## src/rtl/muldiv_pkg.sv

```systemverilog
// Shared definitions for the iterative multiply/divide unit: M-extension funct3
// encodings, controller state enumeration and operand-signedness decode helpers.
package muldiv_pkg;

  localparam logic [2:0] OP_MUL    = 3'b000;
  localparam logic [2:0] OP_MULH   = 3'b001;
  localparam logic [2:0] OP_MULHSU = 3'b010;
  localparam logic [2:0] OP_MULHU  = 3'b011;
  localparam logic [2:0] OP_DIV    = 3'b100;
  localparam logic [2:0] OP_DIVU   = 3'b101;
  localparam logic [2:0] OP_REM    = 3'b110;
  localparam logic [2:0] OP_REMU   = 3'b111;

  typedef enum logic [1:0] {
    ST_IDLE = 2'd0,
    ST_CALC = 2'd1,
    ST_FIX  = 2'd2,
    ST_DONE = 2'd3
  } state_e;

  function automatic logic is_div_op(input logic [2:0] fn);
    return fn[2];
  endfunction

  // rs1 is interpreted as signed for MULH, MULHSU, DIV and REM
  function automatic logic signed_a(input logic [2:0] fn);
    return (fn == OP_MULH) || (fn == OP_MULHSU) || (fn == OP_DIV) || (fn == OP_REM);
  endfunction

  function automatic logic signed_b(input logic [2:0] fn);
    return (fn == OP_MULH) || (fn == OP_DIV) || (fn == OP_REM);
  endfunction

endpackage

```

## src/rtl/muldiv_step.sv

```systemverilog
// One iteration of the shared datapath: shift-add multiply step or restoring
// divide step, both built around a single XLEN+1-bit adder/subtractor.
module muldiv_step
  import muldiv_pkg::*;
#(
  parameter int XLEN = 32
) (
  input  logic            is_div,
  input  logic [XLEN-1:0] hi,
  input  logic [XLEN-1:0] lo,
  input  logic [XLEN-1:0] opb,
  output logic [XLEN-1:0] hi_next,
  output logic [XLEN-1:0] lo_next
);

  logic [XLEN:0] add_x;
  logic [XLEN:0] add_y;
  logic [XLEN:0] add_sum;

  // Multiply: {hi,lo} is accumulator:multiplier, shifted right each step.
  // Divide: hi is the partial remainder, lo shifts dividend out and quotient in;
  // the top bit of the subtraction result is the borrow.
  always_comb begin
    if (is_div) begin
      add_x = {hi, lo[XLEN-1]};
      add_y = {1'b0, opb};
    end else begin
      add_x = {1'b0, hi};
      add_y = lo[0] ? {1'b0, opb} : '0;
    end

    add_sum = add_x + (is_div ? ~add_y : add_y) + {{XLEN{1'b0}}, is_div};

    if (is_div) begin
      if (add_sum[XLEN]) begin
        hi_next = add_x[XLEN-1:0];
        lo_next = {lo[XLEN-2:0], 1'b0};
      end else begin
        hi_next = add_sum[XLEN-1:0];
        lo_next = {lo[XLEN-2:0], 1'b1};
      end
    end else begin
      hi_next = add_sum[XLEN:1];
      lo_next = {add_sum[0], lo[XLEN-1:1]};
    end
  end

endmodule

```

## src/rtl/muldiv_unit.sv

```systemverilog
// Iterative RV32M multiply/divide unit with fixed XLEN+1 cycle latency, valid/ready
// handshakes on both sides and synchronous flush.
module muldiv_unit
  import muldiv_pkg::*;
#(
  parameter int XLEN = 32,
  parameter int TAGW = 5
) (
  input  logic            clk,
  input  logic            reset,
  input  logic            flush,
  input  logic            in_valid,
  output logic            in_ready,
  input  logic [2:0]      op,
  input  logic [XLEN-1:0] a,
  input  logic [XLEN-1:0] b,
  input  logic [TAGW-1:0] tag_in,
  output logic            out_valid,
  input  logic            out_ready,
  output logic [XLEN-1:0] result,
  output logic [TAGW-1:0] tag_out
);

  localparam int CW = $clog2(XLEN + 1);
  localparam logic [XLEN-1:0] MIN_NEG = {1'b1, {(XLEN-1){1'b0}}};

  state_e          state_q, state_d;
  logic [CW-1:0]   cnt_q, cnt_d;
  logic [2:0]      op_q, op_d;
  logic [TAGW-1:0] tag_q, tag_d;
  logic [XLEN-1:0] hi_q, hi_d;
  logic [XLEN-1:0] lo_q, lo_d;
  logic [XLEN-1:0] opb_q, opb_d;
  logic [XLEN-1:0] a_q, a_d;
  logic            neg_q, neg_d;
  logic            rneg_q, rneg_d;
  logic            dz_q, dz_d;
  logic            ovf_q, ovf_d;
  logic [XLEN-1:0] result_q, result_d;
  logic            in_ready_q, in_ready_d;
  logic            out_valid_q, out_valid_d;

  logic            sign_a, sign_b;
  logic [XLEN-1:0] mag_a, mag_b;
  logic [XLEN-1:0] hi_next, lo_next;
  logic [2*XLEN-1:0] prod_fix;
  logic [XLEN-1:0] quot_fix, rem_fix, fix_result;

  assign sign_a = signed_a(op) & a[XLEN-1];
  assign sign_b = signed_b(op) & b[XLEN-1];
  assign mag_a  = sign_a ? (~a + XLEN'(1)) : a;
  assign mag_b  = sign_b ? (~b + XLEN'(1)) : b;

  muldiv_step #(
    .XLEN(XLEN)
  ) u_step (
    .is_div  (is_div_op(op_q)),
    .hi      (hi_q),
    .lo      (lo_q),
    .opb     (opb_q),
    .hi_next (hi_next),
    .lo_next (lo_next)
  );

  // Sign correction of the unsigned magnitude result, then special-case override
  always_comb begin
    prod_fix = neg_q ? (~{hi_q, lo_q} + (2*XLEN)'(1)) : {hi_q, lo_q};
    quot_fix = neg_q ? (~lo_q + XLEN'(1)) : lo_q;
    rem_fix  = rneg_q ? (~hi_q + XLEN'(1)) : hi_q;
    case (op_q)
      OP_MUL:                      fix_result = prod_fix[XLEN-1:0];
      OP_MULH, OP_MULHSU, OP_MULHU: fix_result = prod_fix[2*XLEN-1:XLEN];
      OP_DIV, OP_DIVU:
        if (dz_q)       fix_result = '1;
        else if (ovf_q) fix_result = a_q;
        else            fix_result = quot_fix;
      default:
        if (dz_q)       fix_result = a_q;
        else if (ovf_q) fix_result = '0;
        else            fix_result = rem_fix;
    endcase
  end

  always_comb begin
    state_d  = state_q;
    cnt_d    = cnt_q;
    op_d     = op_q;
    tag_d    = tag_q;
    hi_d     = hi_q;
    lo_d     = lo_q;
    opb_d    = opb_q;
    a_d      = a_q;
    neg_d    = neg_q;
    rneg_d   = rneg_q;
    dz_d     = dz_q;
    ovf_d    = ovf_q;
    result_d = result_q;

    if (flush) begin
      state_d = ST_IDLE;
      cnt_d   = '0;
    end else begin
      case (state_q)
        ST_IDLE: begin
          if (in_valid) begin
            state_d = ST_CALC;
            cnt_d   = CW'(XLEN);
            op_d    = op;
            tag_d   = tag_in;
            hi_d    = '0;
            lo_d    = mag_a;
            opb_d   = mag_b;
            a_d     = a;
            neg_d   = sign_a ^ sign_b;
            rneg_d  = sign_a;
            dz_d    = is_div_op(op) && (b == '0);
            ovf_d   = ((op == OP_DIV) || (op == OP_REM)) && (a == MIN_NEG) && (b == '1);
          end
        end
        ST_CALC: begin
          hi_d  = hi_next;
          lo_d  = lo_next;
          cnt_d = cnt_q - CW'(1);
          if (cnt_q == CW'(1)) state_d = ST_FIX;
        end
        ST_FIX: begin
          result_d = fix_result;
          state_d  = ST_DONE;
        end
        ST_DONE: begin
          if (out_ready) state_d = ST_IDLE;
        end
        default: state_d = ST_IDLE;
      endcase
    end

    in_ready_d  = (state_d == ST_IDLE);
    out_valid_d = (state_d == ST_DONE);
  end

  always_ff @(posedge clk or posedge reset) begin
    if (reset) begin
      state_q     <= ST_IDLE;
      cnt_q       <= '0;
      op_q        <= OP_MUL;
      tag_q       <= '0;
      hi_q        <= '0;
      lo_q        <= '0;
      opb_q       <= '0;
      a_q         <= '0;
      neg_q       <= 1'b0;
      rneg_q      <= 1'b0;
      dz_q        <= 1'b0;
      ovf_q       <= 1'b0;
      result_q    <= '0;
      in_ready_q  <= 1'b1;
      out_valid_q <= 1'b0;
    end else begin
      state_q     <= state_d;
      cnt_q       <= cnt_d;
      op_q        <= op_d;
      tag_q       <= tag_d;
      hi_q        <= hi_d;
      lo_q        <= lo_d;
      opb_q       <= opb_d;
      a_q         <= a_d;
      neg_q       <= neg_d;
      rneg_q      <= rneg_d;
      dz_q        <= dz_d;
      ovf_q       <= ovf_d;
      result_q    <= result_d;
      in_ready_q  <= in_ready_d;
      out_valid_q <= out_valid_d;
    end
  end

  assign in_ready  = in_ready_q;
  assign out_valid = out_valid_q;
  assign result    = result_q;
  assign tag_out   = tag_q;

endmodule

```

## config.mk

```make
export PLATFORM = sky130hd
export DESIGN_NAME = muldiv_unit
export DESIGN_NICKNAME = d
export VERILOG_FILES = /design/src/rtl/muldiv_pkg.sv /design/src/rtl/muldiv_step.sv /design/src/rtl/muldiv_unit.sv
export SDC_FILE = /design/constraint.sdc
export NUM_CORES = 1
export LEC_CHECK = 0
export BUFFER_PORTS_ARGS = -buffer_cell sky130_fd_sc_hd__buf_4
export CAP_MARGIN = 40
export CELL_PAD_IN_SITES_DETAIL_PLACEMENT = 1
export CELL_PAD_IN_SITES_GLOBAL_PLACEMENT = 2
export CORE_MARGIN = 2
export CORE_UTILIZATION = 40
export CTS_CLUSTER_DIAMETER = 30
export DETAILED_ROUTE_END_ITERATION = 10
export PLACE_DENSITY = 0.86
export SETUP_SLACK_MARGIN = 0.4
export SKIP_CTS_REPAIR_TIMING = 1
export SLEW_MARGIN = 20
export SYNTH_ARGS = -nofsm -noshare
export SYNTH_HDL_FRONTEND = slang
export SYNTH_HIERARCHICAL = 1
export SYNTH_SLANG_ARGS = --single-unit
```

## constraint.sdc

```tcl
create_clock -name clk -period 15.3 [get_ports clk]
set_input_delay 3.06 -clock clk [delete_from_list [all_inputs] [get_ports clk]]
set_output_delay 3.06 -clock clk [all_outputs]
set_load 0.02 [all_outputs]
```

Word level (Yosys, flattened, before mapping)
Cells that the tools add are included.

word-level totals
  register bits = 182
  output and inout bits = 39
  word-level logic and storage cells = 102

cells by class
  $add $sub $neg = 8
  equal/unequal tests = 18
  mux-type cells = 30
  bitwise gates (word level) = 10
  reduce and logical (&&, ||, !) cells = 21

operators by type and width
  cell                                                 count
  two-way mux 32 bit                                   14
  adder 32 x 1 -> 32 bit, second input constant        4
  NOT 32 bit                                           4
  one-hot mux 32 bit (2 select lines)                  2
  two-way mux 33 bit                                   3
  one-hot mux 32 bit (3 select lines)                  1
  adder 64 x 1 -> 64 bit, second input constant        1
  equality test 32 bit, second input constant          2
  two-way mux 64 bit                                   1
  NOT 64 bit                                           1
  adder 33 x 1 -> 33 bit                               1
  adder 33 bit                                         1
  NOT 33 bit                                           1
  zero test 32 bit                                     1
  equality test 3 bit, second input constant           4
  two-way mux 6 bit                                    2
  one-hot mux 6 bit (2 select lines)                   1
  equality test 3 x 2 -> 1 bit, second input constant  3
  two-way mux 2 bit                                    4
  one-hot mux 2 bit (4 select lines)                   1
  equality test 2 bit, second input constant           3
  equality test 3 x 1 -> 1 bit, second input constant  2
  equality test 6 x 1 -> 1 bit, second input constant  1
  logical OR 1 bit                                     6
  other kinds (17)                                     23

Logic depth before layout (Yosys ltp)
Gate-level depths: netlist of run 1.

  depth after elaboration = 9
  depth in mapped cells = 18
  mapped depth without buffers = 15

By module
Netlist of run 1, hierarchy kept.

by module, submodules not included
  module       instances  cells each  area each (µm²)  seq. area each (µm²)
  muldiv_unit  1          1,502       12,169.2         4,555.6
  muldiv_step  1          502         3,427.0          0.0

Worst setup path after synthesis of run 1
No wires, ideal clock.

  kind = input -> register
  from = input port a[8]
  to = register lo_q[28]
  library setup time = 0.138 ns
  arrival = 4.826 ns
  setup slack = 10.336 ns
  stages on the path = 6
  buffers on the path = 0
  path through = or4_1 nor4b_1 nand3_1 o41ai_1 xor2_1 o22ai_1

on the way
  word-level cells in the longest chain between the ends = 5

RTL lines
  what                                 line                RTL
  start, declared                      muldiv_unit.sv:15   input logic [XLEN-1:0] a,
  NOT 32 bit                           muldiv_unit.sv:51   assign mag_a = sign_a ? (~a + XLEN'(1)) : a;
  adder 32 x 1 -> 32 bit               muldiv_unit.sv:51
  two-way mux 32 bit                   muldiv_unit.sv:51
  two-way mux 32 bit                   muldiv_unit.sv:105  if (in_valid) begin
  one-hot mux 32 bit (2 select lines)  muldiv_unit.sv:103  case (state_q)
  end signal, assigned                 muldiv_unit.sv:164  lo_q <= lo_d;
  end, declared                        muldiv_unit.sv:32   logic [XLEN-1:0] lo_q, lo_d;

No other way between the ends. The select of a mux whose other input is x is not followed.
A chain may end at the register's enable or synchronous reset.

Final worst setup path of run 1
  from = register op_q[2]
  to = register hi_q[30]

on the way
  word-level cells in the longest chain between the ends = 8

RTL lines
  what                                   line                RTL
  start, declared                        muldiv_unit.sv:29   logic [2:0] op_q, op_d;
  start signal, assigned                 muldiv_unit.sv:161  op_q <= op_d;
  two-way mux 33 bit                     muldiv_step.sv:24   if (is_div) begin
  NOT 33 bit                             muldiv_step.sv:32   add_sum = add_x + (is_div ? ~add_y : add_y) + {{XLEN{1'b0}}, is_div};
  two-way mux 33 bit                     muldiv_step.sv:32
  adder 33 bit                           muldiv_step.sv:32
  adder 33 x 1 -> 33 bit                 muldiv_step.sv:32
  two-way mux 32 bit                     muldiv_step.sv:35   if (add_sum[XLEN]) begin
  two-way mux 32 bit *                   muldiv_step.sv:34   if (is_div) begin
  net hi_next[30]                        muldiv_unit.sv:45   logic [XLEN-1:0] hi_next, lo_next;
  one-hot mux 32 bit (2 select lines) *  muldiv_unit.sv:103
  end signal, assigned                   muldiv_unit.sv:163  hi_q <= hi_d;
  end, declared                          muldiv_unit.sv:31   logic [XLEN-1:0] hi_q, hi_d;

The timed path passes the listed nets; every way through them passes the cells marked *.

==> results of run 1 <==
[cells in the final DEF, fill, tap and decap left out, types with 27 or more instances in the layout]
cell and count:
ha_1 38, dfrtp_1 179, nand3_1 36, xnor2_1 87, a21oi_1 118, a22o_1 27
inv_1 36, nor3_1 42, o21ai_0 190, nand2_1 319, mux2_2 62, a31oi_1 45
buf_4 145, nor2_1 150, or3_1 27, xor2_1 60
[state kept, by name (all words and copies together), names as in the netlist]
register and cells:
op_q 3, out_valid 1, lo_q 32, in_ready 1
hi_q 32, ovf_q 1, a_q 32, rneg_q 1
opb_q 32, neg_q 1, tag_out 5, result 32
dz_q 1, cnt_q 6, state_q 2
[how the worst max path moves through the flow]
stage / to / slack (ns)
after floorplan: a_q[0]$_DFFE_PP0P_ / 7.30
after global placement: result[19]$_DFFE_PP0P_ / 9.63
after detailed placement: result[22]$_DFFE_PP0P_ / 9.73
after CTS: hi_q[30]$_DFFE_PP0P_ / 9.75
after global routing: hi_q[30]$_DFFE_PP0P_ / 9.37
final: hi_q[30]$_DFFE_PP0P_ / 9.68
[cell families after synthesis]
group | Yosys count | synth area share [%]
buf+inv | 193 | 4.83
fa+ha+maj | 39 | 3.18
compound gates | 619 | 25.9
flops | 182 | 29.2
xor+xnor | 149 | 8.46
simple gates | 735 | 22.3
mux | 87 | 6.09
[cell type report]
type,count,area (µm²)
clock inverters,15,196
well taps,518,648
fillers,4767,21000
flip-flops and latches,182,4560
clock buffers,17,425
inverters,37,146
multi-input cells,1629,10300
repair buffers,153,1230
[power by group through the flow]
stage / combinational [mW] / sequential (mW) / clock (mW)
2_1_floorplan: 1.22 / 0.787 / 0
3_3_place_gp: 1.62 / 0.926 / 0
3_5_place_dp: 1.68 / 0.932 / 0
4_1_cts: 1.69 / 0.923 / 0.480
5_1_grt: 1.87 / 0.954 / 0.497
6_report: 1.72 / 0.938 / 0.477
[per-stage QoR]
stage          util, %  hold slack, ns
2_1_floorplan        -           0.463
3_3_place_gp      43.5           0.461
3_5_place_dp      43.9           0.466
4_1_cts           45.5           0.494
5_1_grt           45.5           0.523
6_report          45.5           0.492
[tightest hold or removal path: cells and delay by family, from the launching register on]
family | cells | cell delay [ns]
DFF | 1 | 0.35
and+or+nand+nor | 2 | 0.11
[routing by layer]
metal  share of wire, %  vias to the layer above  global-route usage (%)
met1                 47                     8041                    46.0
li1                   -                     7336                       -
met4                2.5                        0                    9.64
met3                7.7                       94                    5.75
met2                 43                      615                    45.4
met5                  0                        -                       0
==> impl_metrics.csv, run 1 <==
group,metric,value,unit
place,place_ws,9.73,ns
clock_tree,clk_path_buf_depth,2,
sta,relSlewSlack,42.6,%
clock_tree,cts_tree,"done",
clock_tree,cts.clk_slew.worst_paths,0.08,ns
pwr,switching_power,1.61,mW
drt,drt_iter0_markers,1476,
critical_path,crit_path_frequent_cell,"buf_4",
pwr,power_frac_comb,54.8,%
critical_path,path_cells,"inv_1 > buf_4 > o21ai_0 > ha_1 > a211oi_2 > a21boi_2 > nor4_2 > a2111oi_4 > nor2_2 > a21oi_4 > xor2_2 > buf_4 > mux2_1 > mux2_2 > a22o_1",
critical_path,cp_top_family,"compound AO/OA/AOI/OAI gates",
floorplanning,rows,72,
drt,drtAntennaViolNets,0,
floorplanning,core,0.0386,mm²
sta,fmax,178,MHz
synth,syn-mean-instance-area,7.78,µm²
global_route,grt_pass1_vias,15900,
sta,grt_setup_unrepaired,"false",
hold_path,hp-class,"flop to flop",
critical_path,cp_slowest_cell,"dfrtp_4",
floorplanning,ioPinCount,116,
place,hpwl,47.1,mm
pwr,pwr-share-seq,29.9,%
synth,syn_inst,2004,
pwr,p_int,1.52,mW
pwr,total_leakage_power,7.27,nW
place,dpl-instance-area,0.0169,mm²
status,status,"complete, no violations",
final_layout,syn2layout_area_growth,12.5,%
sta,tns,0,ns
critical_path,r2r_slack,9.68,ns
synth,netlist_area,0.0156,mm²
critical_path,r2r_start,"op_q[2]$_DFFE_PP0P_",
hold_path,holdPathStages,2,
synth,synth_common_cells,"320 x nand2_1, 190 x o21ai_0, 181 x dfrtp_1",
clock_tree,numCtsBuffers,17,
critical_path,max_stage_delay,0.93,ns
job,max-cap-violations,0,
synth,synth_most_common_cell,"nand2_1",
final_layout,nNetsFinal,2136,
clock_tree,cts.root.buffer_cell,"clkbuf_16",
drt,routed_wl,63.4,mm
floorplanning,fp.dieW,201,µm
global_route,grt_first_pass_wirelength,97.9,mm
sta,worst_pin_slew,0.857,ns
synth,yosysWarnings,6,
floorplanning,start_util,40.4,%
final_layout,num_antenna_cells,0,
pwr,p_total,3.13,mW
drt,wire_per_inst,24.9,µm
pwr,ir_drop,93.5,µV
final_layout,fin_area,0.0176,mm²
global_route,grt_max_degree,75,
clock_tree,clk_latency,0.48,ns
floorplanning,dieArea,0.0406,mm²
synth,synth-seq-cells,182,
critical_path,worstPathRequired,15.65,ns
critical_path,crit_fanout,61,
sta,min_period_over_period,36.7,%
critical_path,arrival,5.97,ns
critical_path,cp.buffers_inverters,3,
final_layout,drive_gt1_share,15.4,%
synth,netlist-cell-type-count,91,
sta,final.setup.worst_slack,9.68,ns
pwr,p_clk_share,15.2,%
hold_path,hold_end,"tag_out[2]$_DFFE_PP0P_",
clock_tree,cts.sink_count,182,
synth,synth.area.top_cells,"dfrtp_1 29%, nand2_1 7.7%, o21ai_0 6.1%, xnor2_1 4.9%, mux2_2 4.5%",
drt,viasPerCell,6.31,
critical_path,rr_endpoint,"hi_q[30]$_DFFE_PP0P_",
critical_path,end_kind,"flop",
final_layout,stdcell_count,2551,
hold_path,hp-start,"tag_out[2]$_DFFE_PP0P_",
synth,ys.flop_type,"dfrtp_1",
critical_path,worst-path-stages,15,
synth,synth-edff-count,0,
sta,drv_slew,0,
drt,vias,16100,
floorplanning,die_y,201,µm
sta,fin_skew,0.0217,ns
sta,setup_viol,0,
critical_path,crit_type,"flop to flop",
pwr,pwr_density_cell,178,mW/mm²
pwr,swShare,51.5,%
place,place_inst,2518,
critical_path,startpoint,"op_q[2]$_DFFE_PP0P_",
synth,async_flop_share,100,%
global_route,grtUsageTotal,31.0,%
global_route,antenna_found_initial,0,
place,portBuffers,115,
drt,drt-pass1-iter-count,5,
critical_path,worstRegToRegCells,15,
synth,yosysSeqAreaShare,29.2,%
place,gp_congestion,0.917,
global_route,gr-total-overflow,0,
sta,fin_crit,5.62,ns
clock_tree,cts_max_level,4,
synth,yosysTopAreaCell,"dfrtp_1",
critical_path,startpoint_type,"flop",
synth,syn_nets,2120,
sta,final-hold-violation-count,0,
synth,synth_top_area_share,29.0,%
drt,post-route-drc-count,0,
(Power assumes the default switching activity.)
==> run 2, diff against run 1 <==
--- a/config.mk
+++ b/config.mk
@@ -10,10 +10,10 @@
 export CELL_PAD_IN_SITES_DETAIL_PLACEMENT = 1
 export CELL_PAD_IN_SITES_GLOBAL_PLACEMENT = 2
 export CORE_MARGIN = 2
-export CORE_UTILIZATION = 40
+export CORE_UTILIZATION = 33
 export CTS_CLUSTER_DIAMETER = 30
 export DETAILED_ROUTE_END_ITERATION = 10
-export PLACE_DENSITY = 0.86
+export PLACE_DENSITY = 0.75
 export SETUP_SLACK_MARGIN = 0.4
 export SKIP_CTS_REPAIR_TIMING = 1
 export SLEW_MARGIN = 20
==> constraint.sdc (replaced) <==
create_clock -name clk -period 5.1 [get_ports clk]
set_input_delay 1.02 -clock clk [delete_from_list [all_inputs] [get_ports clk]]
set_output_delay 1.02 -clock clk [all_outputs]
set_load 0.02 [all_outputs]
==> run 2 against run 1 <==
  * Register-to-register slack worse by 9.0 ns
  * Sequential share of layout area down 0.34 points
  * Clock skew down 0.012 ns
  * Utilization down 7.3 points
  * Clock power rose to 3.2 times the previous value
  * Cell area up 1.3%
  * Maximum frequency up 28%
  * Critical path type unchanged
  * Count of clock-buffer cells in the layout up 1
==> impl_metrics.csv, run 2 (synthesis gave the netlist of run 1 again) <==
group,metric,value,unit
status,status,"complete, no violations",
global_route,grt_pass1_vias,16000,
critical_path,arrival,4.80,ns
drt,routed_wl,65.4,mm
clock_tree,cts.sink_count,182,
pwr,ir_drop,262,µV
pwr,pwr_density_cell,537,mW/mm²
final_layout,fin_area,0.0178,mm²
place,place_ws,0.620,ns
sta,tns,0,ns
critical_path,crit_type,"flop to flop",
place,dpl-instance-area,0.0171,mm²
final_layout,stdcell_count,2659,
clock_tree,cts.root.buffer_cell,"clkbuf_16",
floorplanning,rows,79,
critical_path,crit_fanout,80,
sta,grt_setup_unrepaired,"false",
clock_tree,clk_path_buf_depth,2,
sta,fin_crit,4.40,ns
drt,drt_iter0_markers,1149,
sta,final.setup.worst_slack,0.696,ns
sta,final-hold-violation-count,0,
place,place_inst,2626,
critical_path,startpoint_type,"flop",
floorplanning,dieArea,0.0490,mm²
clock_tree,numCtsBuffers,17,
final_layout,drive_gt1_share,16.2,%
drt,drtAntennaViolNets,0,
global_route,grt_max_degree,122,
drt,wire_per_inst,24.6,µm
global_route,grtUsageTotal,26.6,%
sta,fin_skew,0.00928,ns
drt,drt-pass1-iter-count,5,
place,gp_congestion,0.907,
critical_path,end_kind,"flop",
final_layout,syn2layout_area_growth,14.0,%
place,hpwl,48.4,mm
final_layout,nNetsFinal,2155,
clock_tree,cts.clk_slew.worst_paths,0.07,ns
drt,viasPerCell,5.97,
clock_tree,cts_max_level,4,
final_layout,fillers,5538,
final_layout,multiInputGateArea,0.0103,mm²
floorplanning,die_y,221,µm
sta,drv_slew,0,
global_route,gr-total-overflow,0,
floorplanning,core,0.0466,mm²
clock_tree,clk_latency,0.50,ns
sta,relSlewSlack,45.5,%
global_route,antenna_found_initial,1,
drt,vias,15900,
sta,hold_ws,0.492,ns
sta,fmax,227,MHz
global_route,grt_first_pass_wirelength,101,mm
place,portBuffers,115,
job,max-cap-violations,0,
critical_path,worstPathRequired,5.49,ns
hold_path,hp-class,"flop to flop",
sta,worst_pin_slew,0.816,ns
final_layout,seq_area,0.00456,mm²
floorplanning,ioPinCount,116,
floorplanning,start_util,33.5,%
pwr,total_leakage_power,7.36,nW
floorplanning,fp.dieW,221,µm
final_layout,mostFrequentLayoutCells,"319 x nand2_1, 190 x o21ai_0, 179 x dfrtp_1, 164 x buf_4, 151 x nor2_1",
clock_tree,cts_tree,"done",
drt,post-route-drc-count,0,
sta,min_period_over_period,86.3,%
final_layout,final_common_cell,"nand2_1",
sta,setup_viol,0,
final_layout,num_antenna_cells,0,
-- run 2: worst paths after layout --
| path | cells past startpoint | endpoint | startpoint | slack [ns] |
|---|---|---|---|---|
| worst max-delay path | 13 | hi_q[25]$_DFFE_PP0P_ | op_q[2]$_DFFE_PP0P_ | 0.70 |
| worst min-delay path | 2 | tag_out[0]$_DFFE_PP0P_ | tag_out[0]$_DFFE_PP0P_ | 0.49 |
| worst max register to register | 13 | hi_q[25]$_DFFE_PP0P_ | op_q[2]$_DFFE_PP0P_ | 0.70 |
| worst min register to register | 2 | tag_out[0]$_DFFE_PP0P_ | tag_out[0]$_DFFE_PP0P_ | 0.49 |
| max in group asynchronous | 3 | a_q[17]$_DFFE_PP0P_ | reset | 3.74 |
| min in group asynchronous | 3 | hi_q[25]$_DFFE_PP0P_ | reset | 0.64 |
-- run 2: cell type report --
type,instances,area share (%)
multi-input cells,1629,58.1
clock buffers,18,2.47
repair inverters,1,0.0281
repair buffers,171,7.55
well taps,607,4.27
flip-flops and latches,182,25.6
clock inverters,14,1.10
inverters,37,0.823
-- run 2: power breakdown --
part           internal (mW)  leakage, nW  total [mW]  switching, mW
Combinational           2.10         4.77        5.42           3.32
Clock                  0.837        0.311        1.52          0.687
Sequential              1.86         2.28        2.60          0.748
-- run 2: per-layer routing --
metal  vias to the layer above  global-route usage [%]  share of wire, %
li1                       7385                       -                 -
met1                      7927                    38.5                48
met2                       488                    39.4                43
met3                        77                    5.76               6.6
met4                         2                    7.90               2.3
met5                         -                       0             0.012
-- run 2: stage by stage --
stage,utilization (%),power (mW)
final,38.2,9.55
after detailed placement,36.8,7.95
after floorplan,-,6.02
after global routing,38.2,10.2
after CTS,38.2,9.52
after global placement,36.7,7.82
-- run 2: critical path, stage by stage, from the launching register on --
cell      delay (ns)
dfrtp_4         0.49
buf_12          0.33
mux2_2          0.39
ha_1            0.34
o21ai_1         0.40
nor2_1          0.15
a211oi_2        0.37
nor4_1          0.17
o311a_1         0.41
o21ai_1         0.38
o21ai_0         0.19
xnor2_1         0.32
a31oi_1         0.14
a22o_1          0.21
==> run 3, diff against run 2 <==
--- a/config.mk
+++ b/config.mk
@@ -14,6 +14,7 @@
 export CTS_CLUSTER_DIAMETER = 30
 export DETAILED_ROUTE_END_ITERATION = 10
 export PLACE_DENSITY = 0.75
+export RECOVER_POWER = 100
 export SETUP_SLACK_MARGIN = 0.4
 export SKIP_CTS_REPAIR_TIMING = 1
 export SLEW_MARGIN = 20
==> run 3 against run 2 <==
  * The run now ends with capacitance limit, slew limit left
  * Via count grew 0.60%
  * Non-clock buffer count is the same
  * Sequential power is essentially flat
  * Routed wire length grew 0.33%
  * Final cell count is the same
  * Die area is the same
  * Flip-flop and latch count is the same
  * Critical path depth grew 1
  * Register-to-register slack lost 0.12 ns
  * First-iteration DRC count grew 6.5%
  * Hold slack lost 0.0050 ns
  * Critical path type unchanged
  * Highest routed layer unchanged
==> impl_metrics.csv, run 3 (synthesis gave the netlist of run 1 again) <==
group,metric,value,unit
floorplanning,fp.dieW,221,µm
critical_path,max_stage_delay,0.55,ns
clock_tree,cts.root.buffer_cell,"clkbuf_16",
status,status,"complete, but fails checks",
drt,viasPerCell,6.01,
pwr,pwr_density_cell,538,mW/mm²
drt,drt-pass1-iter-count,5,
final_layout,nNetsFinal,2155,
job,max-cap-violations,3,
critical_path,crit_type,"flop to flop",
drt,drtAntennaViolNets,0,
sta,fin_crit,4.52,ns
sta,fin_skew,0.00982,ns
global_route,antenna_found_initial,1,
drt,routed_wl,65.6,mm
global_route,grt_first_pass_wirelength,101,mm
final_layout,syn2layout_area_growth,12.4,%
critical_path,end_kind,"flop",
sta,tns,0,ns
critical_path,arrival,4.91,ns
hold_path,hp-start,"tag_out[1]$_DFFE_PP0P_",
sta,min_period_over_period,88.6,%
drt,drt_iter0_markers,1224,
critical_path,r2r_start,"op_q[2]$_DFFE_PP0P_",
final_layout,multiInputGateArea,0.0103,mm²
clock_tree,numCtsBuffers,17,
final_layout,seq_area,0.00456,mm²
final_layout,drive_gt1_share,13.5,%
final_layout,fillers,5585,
critical_path,startpoint_type,"flop",
critical_path,startpoint,"op_q[2]$_DFFE_PP0P_",
global_route,grtUsageTotal,26.6,%
sta,worst_pin_slew,3.43,ns
critical_path,crit_fanout,80,
global_route,grt_pass1_vias,16000,
floorplanning,start_util,33.5,%
sta,setup_viol,0,
status,violations,"capacitance limit, slew limit",
clock_tree,clk_path_buf_depth,2,
global_route,grt_max_degree,122,
final_layout,final_common_cell,"nand2_1",
critical_path,crit_path_frequent_cell,"mux2_2",
sta,relSlewSlack,-129,%
final_layout,mostFrequentLayoutCells,"320 x nand2_1, 205 x o21ai_0, 180 x dfrtp_1, 151 x nor2_1, 118 x a21oi_1",
place,portBuffers,115,
drt,post-route-drc-count,0,
sta,final-hold-violation-count,0,
floorplanning,dieArea,0.0490,mm²
clock_tree,clk_latency,0.51,ns
clock_tree,cts.sink_count,182,
sta,drv_slew,213,
global_route,gr-total-overflow,0,
clock_tree,cts.clk_slew.worst_paths,0.08,ns
pwr,total_leakage_power,7.15,nW
critical_path,path_cells,"buf_12 > mux2_2 > fa_1 > a21o_1 > a21boi_2 > nor4_2 > a2111oi_4 > nor2_2 > a21oi_4 > xor2_1 > buf_4 > mux2i_1 > mux2_2 > a22o_1",
floorplanning,ioPinCount,116,
floorplanning,rows,79,
sta,fmax,221,MHz
critical_path,cp_slowest_cell,"dfrtp_1",
critical_path,worstPathRequired,5.49,ns
hold_path,hp-class,"flop to flop",
final_layout,post-route-util,37.6,%
sta,grt_setup_unrepaired,"false",
floorplanning,die_y,221,µm
clock_tree,cts_max_level,4,
drt,vias,16000,
place,gp_congestion,0.907,
pwr,ir_drop,262,µV
floorplanning,core,0.0466,mm²
place,hpwl,48.4,mm
final_layout,num_antenna_cells,0,
drt,wire_per_inst,24.7,µm
clock_tree,cts_tree,"done",
==> run 3: changes by cell type in the layout (fill, tap and decap cells not counted), moves of 2 or more <==
cell,before,now
buf_4,164,115
clkbuf_1,0,49
o21ai_0,190,205
o21ai_1,24,9
buf_12,4,2
clkbuf_2,0,2
==> run 3: path summary, 6_finish.rpt <==
| kind | endpoint | slack [ns] | depth (start not counted) |
|---|---|---|---|
| min reg2reg | tag_out[1]$_DFFE_PP0P_ | 0.49 | 2 |
| min | tag_out[1]$_DFFE_PP0P_ | 0.49 | 2 |
| min in group asynchronous | hi_q[25]$_DFFE_PP0P_ | 0.64 | 3 |
| max reg2reg | hi_q[14]$_DFFE_PP0P_ | 0.58 | 14 |
| max in group asynchronous | dz_q$_DFFE_PP0P_ | 0.99 | 3 |
| max | hi_q[14]$_DFFE_PP0P_ | 0.58 | 14 |
==> run 3: routing by layer <==
layer | up-vias | part of all wire, % | track usage (%)
li1 | 7368 | - | -
met4 | 2 | 2.4 | 7.90
met3 | 83 | 6.5 | 5.76
met5 | - | 0.012 | 0
met1 | 8009 | 48 | 38.5
met2 | 512 | 43 | 39.4
==> run 3: power breakdown <==
| part | internal [mW] | total [mW] | switching, mW |
|---|---|---|---|
| Combinational | 1.98 | 5.30 | 3.32 |
| Sequential | 1.86 | 2.60 | 0.742 |
| Clock | 0.837 | 1.52 | 0.687 |
==> run 3: final cells by class <==
cell class | count | share of cell area [%]
Timing Repair inverter | 1 | 0.0286
Clock buffer | 18 | 2.51
Clock inverter | 14 | 1.11
Multi-Input combinational cell | 1629 | 58.8
Timing Repair Buffer | 171 | 6.40
Sequential cell | 182 | 26.0
Tap cell | 607 | 4.33
Inverter | 37 | 0.821
==> run 3: critical path, delay by kind of cell, from the launching register on <==
kind / cells / cell delay, ns
AOI/OAI and AO/OA: 5 / 1.33
buffers and inverters: 2 / 0.73
and+or+nand+nor: 2 / 0.23
adders and majority gates: 1 / 0.44
muxes: 3 / 0.80
xor gates and xnor gates: 1 / 0.29
DFF: 1 / 0.55
==> run 3: metrics by stage <==
stage / setup WS, ns / total power [mW] / area (µm²) / cells / hold slack [ns]
after detailed placement: 0.620 / 7.95 / 17100 / 2626 / 0.470
after floorplan: 0.866 / 6.02 / 15600 / 2004 / 0.463
after CTS: 0.600 / 9.52 / 17800 / 2658 / 0.495
after global routing: 0.225 / 10.0 / 17500 / 2659 / 0.528
final: 0.580 / 9.42 / 17500 / 2659 / 0.487
after global placement: 0.519 / 7.82 / 17100 / 2622 / 0.461
